File: config.mk
export PLATFORM = sky130hd
export DESIGN_NAME = perf_counter_bank_flat
export DESIGN_NICKNAME = d
export VERILOG_FILES = /design/src/rtl/perf_counter_bank_if.sv /design/src/rtl/perf_counter_bank.sv /design/src/flat_wrapper.sv
export SDC_FILE = /design/constraint.sdc
export NUM_CORES = 1
export LEC_CHECK = 0
export ABC_AREA = 1
export CELL_PAD_IN_SITES_DETAIL_PLACEMENT = 1
export CELL_PAD_IN_SITES_GLOBAL_PLACEMENT = 2
export CORE_ASPECT_RATIO = 1.4
export CORE_MARGIN = 2
export CORE_UTILIZATION = 39
export CTS_BUF_LIST = sky130_fd_sc_hd__clkbuf_4 sky130_fd_sc_hd__clkbuf_8
export DETAILED_ROUTE_END_ITERATION = 12
export PLACE_DENSITY_LB_ADDON = 0.1
export RECOVER_POWER = 50
export SLEW_MARGIN = 20
export SYNTH_ARGS = -nofsm -noshare
export SYNTH_HDL_FRONTEND = slang
export SYNTH_SLANG_ARGS = --single-unit
File: constraint.sdc
create_clock -name clk -period 5.2 [get_ports clk]
set_input_delay 1.3 -clock clk [delete_from_list [all_inputs] [get_ports clk]]
set_output_delay 1.3 -clock clk [all_outputs]
set_load 0.01 [all_outputs]
File: src/rtl/perf_counter_bank_if.sv
`default_nettype none
// ============================================================================
//  Module   : perf_counter_bank_if
//  Purpose  : Read-port bundle of the performance counter bank.
//             master = requester, slave = counter bank.
//  Revision : 1.0  initial release
// ============================================================================
interface perf_counter_bank_if #(
  parameter int NUM_CH = 8,
  parameter int CNT_W  = 32
) ();
  localparam int SEL_W = $clog2(NUM_CH + 1);

  logic             rd_en;
  logic [SEL_W-1:0] rd_sel;
  logic [CNT_W-1:0] rd_data;
  logic             rd_valid;

  modport master (output rd_en, output rd_sel, input rd_data, input rd_valid);
  modport slave  (input rd_en, input rd_sel, output rd_data, output rd_valid);
endinterface
`default_nettype wire

File: src/rtl/perf_counter_bank.sv
`default_nettype none
// ============================================================================
//  Module   : perf_counter_bank
//  Purpose  : Cycle counter plus NUM_CH event counters with optional stall
//             qualification, saturate/wrap overflow, halt/watchdog freeze and
//             a two-stage registered read port (pre-increment snapshot).
//  Revision : 1.0  initial release
// ============================================================================
module perf_counter_bank #(
  parameter int          NUM_CH     = 8,
  parameter int          CNT_W      = 32,
  parameter int          SAT        = 1,
  parameter logic [15:0] QUAL_MASK  = 16'h00F0,
  parameter int          WDOG_LIMIT = 100000
) (
  input  logic              clk,
  input  logic              rst_n,
  input  logic              en,
  input  logic              clr,
  input  logic              stall,
  input  logic [NUM_CH-1:0] evt,
  input  logic              hlt,
  perf_counter_bank_if.slave rd,
  output logic [CNT_W-1:0]  cycle_cnt,
  output logic [NUM_CH-1:0] ovf,
  output logic              frozen,
  output logic              wdog_tripped
);

  localparam int               SEL_W     = $clog2(NUM_CH + 1);
  localparam int               TAB_N     = 1 << SEL_W;
  localparam bit               WDOG_EN   = (WDOG_LIMIT != 0);
  localparam logic [CNT_W-1:0] WDOG_LAST = CNT_W'(WDOG_LIMIT - 1);

  typedef enum logic [1:0] {
    IDLE    = 2'd0,
    RUN     = 2'd1,
    HALTED  = 2'd2,
    TIMEOUT = 2'd3
  } state_t;

  state_t           state;
  state_t           state_nxt;
  logic             count_en;
  logic             wdog_hit;
  logic [CNT_W-1:0] ch_cnt [NUM_CH];
  logic [CNT_W-1:0] tab    [TAB_N];
  logic             rd_pend;
  logic [CNT_W-1:0] rd_snap;

  // Counting happens only on RUN edges; clr drops that cycle's events.
  assign count_en = (state == RUN) && !clr;
  assign wdog_hit = WDOG_EN && (cycle_cnt == WDOG_LAST);

  // Status outputs come straight from the state register.
  assign frozen       = (state == HALTED) || (state == TIMEOUT);
  assign wdog_tripped = (state == TIMEOUT);

  // State register.
  always_ff @(posedge clk or negedge rst_n) begin
    if (!rst_n) state <= IDLE;
    else        state <= state_nxt;
  end

  // Next state: clr first, then halt beats watchdog beats pause.
  always_comb begin
    state_nxt = state;
    if (clr) begin
      state_nxt = IDLE;
    end else begin
      case (state)
        IDLE:    if (en) state_nxt = RUN;
        RUN: begin
          if (hlt)           state_nxt = HALTED;
          else if (wdog_hit) state_nxt = TIMEOUT;
          else if (!en)      state_nxt = IDLE;
        end
        HALTED:  state_nxt = HALTED;
        TIMEOUT: state_nxt = TIMEOUT;
        default: state_nxt = IDLE;
      endcase
    end
  end

  // Cycle counter: same saturate/wrap rule as the channels, no overflow flag.
  always_ff @(posedge clk or negedge rst_n) begin
    if (!rst_n) begin
      cycle_cnt <= '0;
    end else if (clr) begin
      cycle_cnt <= '0;
    end else if (count_en) begin
      if (&cycle_cnt) cycle_cnt <= (SAT != 0) ? cycle_cnt : '0;
      else            cycle_cnt <= cycle_cnt + CNT_W'(1);
    end
  end

  for (genvar i = 0; i < NUM_CH; i++) begin : g_ch
    logic             inc;
    logic [CNT_W-1:0] cnt_q;
    logic             ovf_q;

    // Qualified channels ignore events raised while the pipeline stalls.
    assign inc       = evt[i] && (!QUAL_MASK[i] || !stall);
    assign ch_cnt[i] = cnt_q;
    assign ovf[i]    = ovf_q;

    // Event counter with sticky overflow on any event arriving at all-ones.
    always_ff @(posedge clk or negedge rst_n) begin
      if (!rst_n) begin
        cnt_q <= '0;
        ovf_q <= 1'b0;
      end else if (clr) begin
        cnt_q <= '0;
        ovf_q <= 1'b0;
      end else if (count_en && inc) begin
        if (&cnt_q) begin
          ovf_q <= 1'b1;
          cnt_q <= (SAT != 0) ? cnt_q : '0;
        end else begin
          cnt_q <= cnt_q + CNT_W'(1);
        end
      end
    end
  end

  // Read table padded to a power of two so any rd_sel indexes it safely;
  // entries above the cycle counter read as zero.
  for (genvar t = 0; t < TAB_N; t++) begin : g_tab
    if (t < NUM_CH) begin : g_chan
      assign tab[t] = ch_cnt[t];
    end else if (t == NUM_CH) begin : g_cyc
      assign tab[t] = cycle_cnt;
    end else begin : g_zero
      assign tab[t] = '0;
    end
  end

  // Read pipeline: snapshot pre-update value, present it one edge later.
  // clr deliberately leaves an in-flight read untouched.
  always_ff @(posedge clk or negedge rst_n) begin
    if (!rst_n) begin
      rd_pend     <= 1'b0;
      rd_snap     <= '0;
      rd.rd_data  <= '0;
      rd.rd_valid <= 1'b0;
    end else begin
      rd_pend     <= rd.rd_en;
      rd.rd_valid <= rd_pend;
      if (rd.rd_en) rd_snap    <= tab[rd.rd_sel];
      if (rd_pend)  rd.rd_data <= rd_snap;
    end
  end

endmodule
`default_nettype wire
File: src/flat_wrapper.sv
// flat-port wrapper written by rule: the top's interface ports become plain ports
module perf_counter_bank_flat 
#(
  parameter int          NUM_CH     = 8,
  parameter int          CNT_W      = 32,
  parameter int          SAT        = 1,
  parameter logic [15:0] QUAL_MASK  = 16'h00F0,
  parameter int          WDOG_LIMIT = 100000
)
  (clk, rst_n, en, clr, stall, evt, hlt, cycle_cnt, ovf, frozen, wdog_tripped, rd_rd_en, rd_rd_sel, rd_rd_data, rd_rd_valid);
  perf_counter_bank_if #(.NUM_CH(NUM_CH), .CNT_W(CNT_W)) rd_i ();
  input  logic clk;
  input  logic rst_n;
  input  logic en;
  input  logic clr;
  input  logic stall;
  input  logic [NUM_CH-1:0] evt;
  input  logic hlt;
  output logic [CNT_W-1:0] cycle_cnt;
  output logic [NUM_CH-1:0] ovf;
  output logic frozen;
  output logic wdog_tripped;
  input wire logic [$bits(rd_i.rd_en)-1:0] rd_rd_en;
  input wire logic [$bits(rd_i.rd_sel)-1:0] rd_rd_sel;
  output wire logic [$bits(rd_i.rd_data)-1:0] rd_rd_data;
  output wire logic [$bits(rd_i.rd_valid)-1:0] rd_rd_valid;
  assign rd_i.rd_en = rd_rd_en;
  assign rd_i.rd_sel = rd_rd_sel;
  assign rd_rd_data = rd_i.rd_data;
  assign rd_rd_valid = rd_i.rd_valid;
  perf_counter_bank #(.NUM_CH(NUM_CH), .CNT_W(CNT_W), .SAT(SAT), .QUAL_MASK(QUAL_MASK), .WDOG_LIMIT(WDOG_LIMIT)) u_core (.clk(clk), .rst_n(rst_n), .en(en), .clr(clr), .stall(stall), .evt(evt), .hlt(hlt), .rd(rd_i), .cycle_cnt(cycle_cnt), .ovf(ovf), .frozen(frozen), .wdog_tripped(wdog_tripped));
endmodule
# --- Word-level counts from Yosys, hierarchy flattened ---
# Cells that the tools add are included.
word_totals:
  elab_cells: 169
  inputBits: 19
  ff_bits: 364
  output_inout_bits: 75
classes:
  reduce_logical: 61
  n_addsub: 9
  eq_ne: 15
  n_bitwise: 1
  magnitude_cmp: 1
  mux: 60
op_table:
  columns: ["op", "n"]
  rows:
  - ["$mux W32", 29]
  - ["$add A32 B1 Y32 const B", 9]
  - ["$reduce_and A32 Y1", 9]
  - ["$bmux W32 S4", 1]
  - ["$reduce_and A2 Y1", 18]
  - ["$reduce_bool A2 Y1", 17]
  - ["$eq A32 B17 Y1 const B", 1]
  - ["$mux W1", 24]
  - ["$ne A2 B2 Y1 const B", 9]
  - ["$logic_and A1 B1 Y1", 13]
  - ["$mux W2", 5]
  - ["$pmux W2 S4", 1]
  - ["$ge A5 B5 Y1 const B", 1]
  - ["$ne A5 B4 Y1 const B", 1]
  - ["$not A4 Y5", 1]
  - ["$eq A2 B2 Y1 const B", 2]
  - ["$ne A3 B3 Y1 const B", 1]
  - ["$eq A2 B1 Y1 const B", 1]
  - ["$logic_not A1 Y1", 2]
  - ["$logic_not A2 Y1", 1]
  - ["$logic_or A1 B1 Y1", 1]

# --- Logic depth before layout (Yosys ltp) ---
logic_depth:
  depth_word: 5
  mapped_depth: 11
  mapped_depth_nobuf: 10

# --- Worst setup path before layout ---
# Ideal clock, no wire load.
synth_timing:
  path_type: "input to register"
  from: "input port rd_rd_sel[0]"
  to: "register u_core.rd_snap[12]"
  t_arrival_ps: 2345
  slack_ps: 2778
  setup_time_ps: 77
  stages: 7
  path_cell_list: "buf_2 -> buf_2 -> clkbuf_1 -> o21ai_0 -> o211ai_1 -> nand3_1 -> a21oi_1"
synth_between:
  elab_chain_len: 4
synth_lines:
  columns: ["element", "line_no", "rtl"]
  rows:
  - ["from (decl)", "flat_wrapper.sv:24", "input wire logic [$bits(rd_i.rd_sel)-1:0] rd_rd_sel;"]
  - ["$not A4 Y5 (not written as such)", "perf_counter_bank.sv:149", "if (rd.rd_en) rd_snap <= tab[rd.rd_sel];"]
  - ["$bmux W32 S4", "perf_counter_bank.sv:149", null]
  - ["$mux W32 (not written as such) (2 in series)", "perf_counter_bank.sv:149", null]
  - ["to (signal assigned)", "perf_counter_bank.sv:149", null]
  - ["to (decl)", "perf_counter_bank.sv:49", "logic [CNT_W-1:0] rd_snap;"]
# Every way passes these cells. The select of a mux whose other input is x is not followed.
# A chain may end at the register's enable or synchronous reset.

==> flow_summary.toml <==
[synthesis]
yosys.area.top_type = "dfrtp_1"
seq_area_frac_synth = 0.354
synthTopCellsByArea = "dfrtp_1, nand2_1, nor2_1"
avgSynthCellArea_um2 = 6.52
ys_async_sr_fraction = 1.00
synthFlopType = "dfrtp_1"
synth_top_area_share = 0.354
yosysWarnings = 0
ys_seq_elements = 364
yosysUniqueCellTypes = 36
synth_most_common_cell = "nand2_1"
synthCells = 3942
syn_area_um2 = 25700
synth_edf_count = 0
synth.net_count = 3970
synth_commonest_cells = "nand2_1, nor2_1, nand3_1, dfrtp_1, inv_1"

[clocking]
cts-resized-gates = 0
insertion_delay_ns = 0.69
cts_tree = "built"
cts_max_path_buffers = 3
cts_sinks = 364
cts_made_buffers = 70
cts.clk_slew.worst_paths_ns = 0.06
cts-root-buf = "clkbuf_8"
hold_buffers = 0
h-tree-depth = 3
post_cts_buffers = 0

[timing]
slew_headroom = -0.781
setup_viol = 0
tightestPinTransition_ns = 2.67
maxSlewViolCount = 121
rsz0062_at_grt = "false"
max_freq_mhz = 278
fin_crit_sh = 0.692
timing.final.crit_period_ns = 3.60
fin_skew_ns = 0.0415
finalHoldViolCount = 0
tns_ns = 0

[power_and_ir_drop]
p_int_mw = 4.89
fin_total_pwr_mw = 7.02
clock_power_share = 0.440
power_frac_comb = 0.122
pwr-share-seq = 0.438
ir_worst_vdd_mv = 0.211
p_sw_frac = 0.304
p_sw_mw = 2.13
static-leakage-power_nw = 11.5
power_density_nw_per_um2 = 247

[global_route]
gr-usage-all-layers = 0.308
grt_overflow = 0
antenna_found_initial = 1
grt_pass1_vias = 27000
grt_pass1_wl_mm = 161
grt_max_degree = 93

[status]
outcome = "complete, but fails checks"
violations = "capacitance limit, slew limit"

[worst_setup_path]
timing.rr.start = "u_core.g_ch[3].cnt_q[0]"
r2r_slack_ns = 2.03
crit_type = "input pin to asynchronous set/reset pin"
worstReg2RegEnd = "u_core.g_ch[3].cnt_q[15]"
critPathLaunchType = "input pin"
crit_slowest_cell = "clkbuf_2"
worstPathMaxFanout = 91
path_cells = "clkbuf_2 -> clkbuf_2"
path_delay_family = "buffers and inverters"
reg2reg_depth = 10
worstPathRequired_ns = 5.82
path_depth = 2
cp.arrival_ns = 4.21
end_kind = "asynchronous set/reset pin"
max_stage_delay_ns = 1.76
cpMostUsedCell = "clkbuf_2"
path_buf_inv = 2

[layout]
fin_area_um2 = 28400
area_delta_synth_final_pct = 10.5
nNetsFinal = 4001
postLayoutCoreUtil = 0.435
layout-drive-gt1-share = 0.0908

[min_path]
min_path_cells = 1
hp-class = "register to register"
hold_start = "u_core.rd.rd_data[17]"
min_to = "u_core.rd.rd_data[17]"

[floorplan]
die_x_um = 221
chipHeight_um = 308
rows = 111
core_region_area_um2 = 65400
start_util = 0.393
die-area_um2 = 68000
ios = 94

[placement]
hpwl_mm = 80.8
place.gp.congestion = 0.914
placed_cell_area_um2 = 27000
portBuffers = 93

[route]
vias_per_cell = 5.34
drt_iter0_drc = 1547
drtAntennaViolNets = 0
dr.pass1.iters = 5
wl_mm = 105
vias = 26000
wl_per_cell_um = 21.6
drc_errors = 0

[job]
maxCapViolCount = 2
==> metal layers <==
layer  track usage  wire length (um)  vias to the layer above
li1              -                 -                    12700
met1         0.354             42600                    12700
met2         0.562             53600                      472
met3        0.0339              3270                      204
met4         0.162              5670                        0
met5             0                 0                        -
==> registers in the layout, summed over array words and instances, names as in the netlist <==
signal,count
u_core.cycle_cnt,32
u_core.g_ch.cnt_q,256
u_core.rd_pend,1
u_core.rd_snap,32
u_core.state,2
u_core.g_ch.ovf_q,8
u_core.rd.rd_data,32
u_core.rd.rd_valid,1
==> layout make-up <==
class	instances	area [um^2]
Fill cell	8683	37000
Multi-Input combinational cell	3090	14400
Sequential cell	364	9110
Clock buffer	104	1340
Inverter	324	1220
Timing Repair Buffer	123	1170
Tap cell	847	1060
Clock inverter	16	115
Antenna cell	2	5.00
==> power by group through the flow <==
| stage | combinational, mW | sequential [mW] | clock, mW |
|---|---|---|---|
| finish | 0.856 | 3.08 | 3.09 |
| CTS | 0.863 | 3.08 | 3.18 |
| global placement | 0.846 | 3.13 | 0 |
| global route | 0.936 | 3.09 | 3.29 |
| detailed placement | 0.858 | 3.12 | 0 |
| floorplan | 0.504 | 3.07 | 0 |
==> worst max path at each step <==
stage                    startpoint                  endpoint  slack [ns]
3_5_place_dp                  stall  u_core.g_ch[4].cnt_q[15]        1.50
5_1_grt                       rst_n  u_core.g_ch[0].cnt_q[27]        0.99
3_3_place_gp                  stall  u_core.g_ch[4].cnt_q[16]        1.57
2_1_floorplan          rd_rd_sel[0]        u_core.rd_snap[12]        2.78
4_1_cts        u_core.cycle_cnt[16]             cycle_cnt[16]        1.89
6_report                      rst_n  u_core.g_ch[0].cnt_q[26]        1.60
==> per-stage QoR <==
step                setup WS, ns  instances  hold slack, ns
global route               0.990       4869           0.525
floorplan                   2.78       3942           0.352
finish                      1.60       4870           0.509
global placement            1.57       4748           0.486
CTS                         1.89       4868           0.512
detailed placement          1.50       4748           0.495
==> cells by family (layout without fill, tap and decap cells) <==
kind of cell / Yosys count / after routing / synth area share
AOI/OAI and AO/OA: 553 / 553 / 0.118
xor gates and xnor gates: 95 / 95 / 0.0324
adders and majority gates: 9 / 9 / 0.00438
buffers and inverters: 488 / 567 / 0.0852
DFF: 364 / 364 / 0.354
muxes: 32 / 32 / 0.0140
other: 0 / 2 / 0
and+or+nand+nor: 2401 / 2401 / 0.392
==> placed cells by master (no fill, tap or decap), types with 2 or more instances in the layout <==
cell,instances
a21oi_1,139
and2_1,2
buf_12,3
buf_4,27
clkbuf_1,2
clkbuf_2,2
clkbuf_4,14
clkbuf_8,90
clkdlybuf4s50_1,88
clkinv_2,12
clkinvlp_4,4
dfrtp_1,364
diode_2,2
ha_1,9
inv_1,307
inv_2,15
mux2_2,32
nand2_1,1231
nand2_2,56
nand2_4,13
nand3_1,397
nand3_2,6
nand3_4,2
nand4_1,22
nor2_1,628
nor2_2,5
nor2_4,12
nor2_8,2
nor3_1,11
o211ai_1,24
o21ai_0,264
o21ai_1,71
o21ai_2,55
or2_2,11
xnor2_1,22
xor2_1,73
Note: power is estimated with default switching activity, not from simulation.
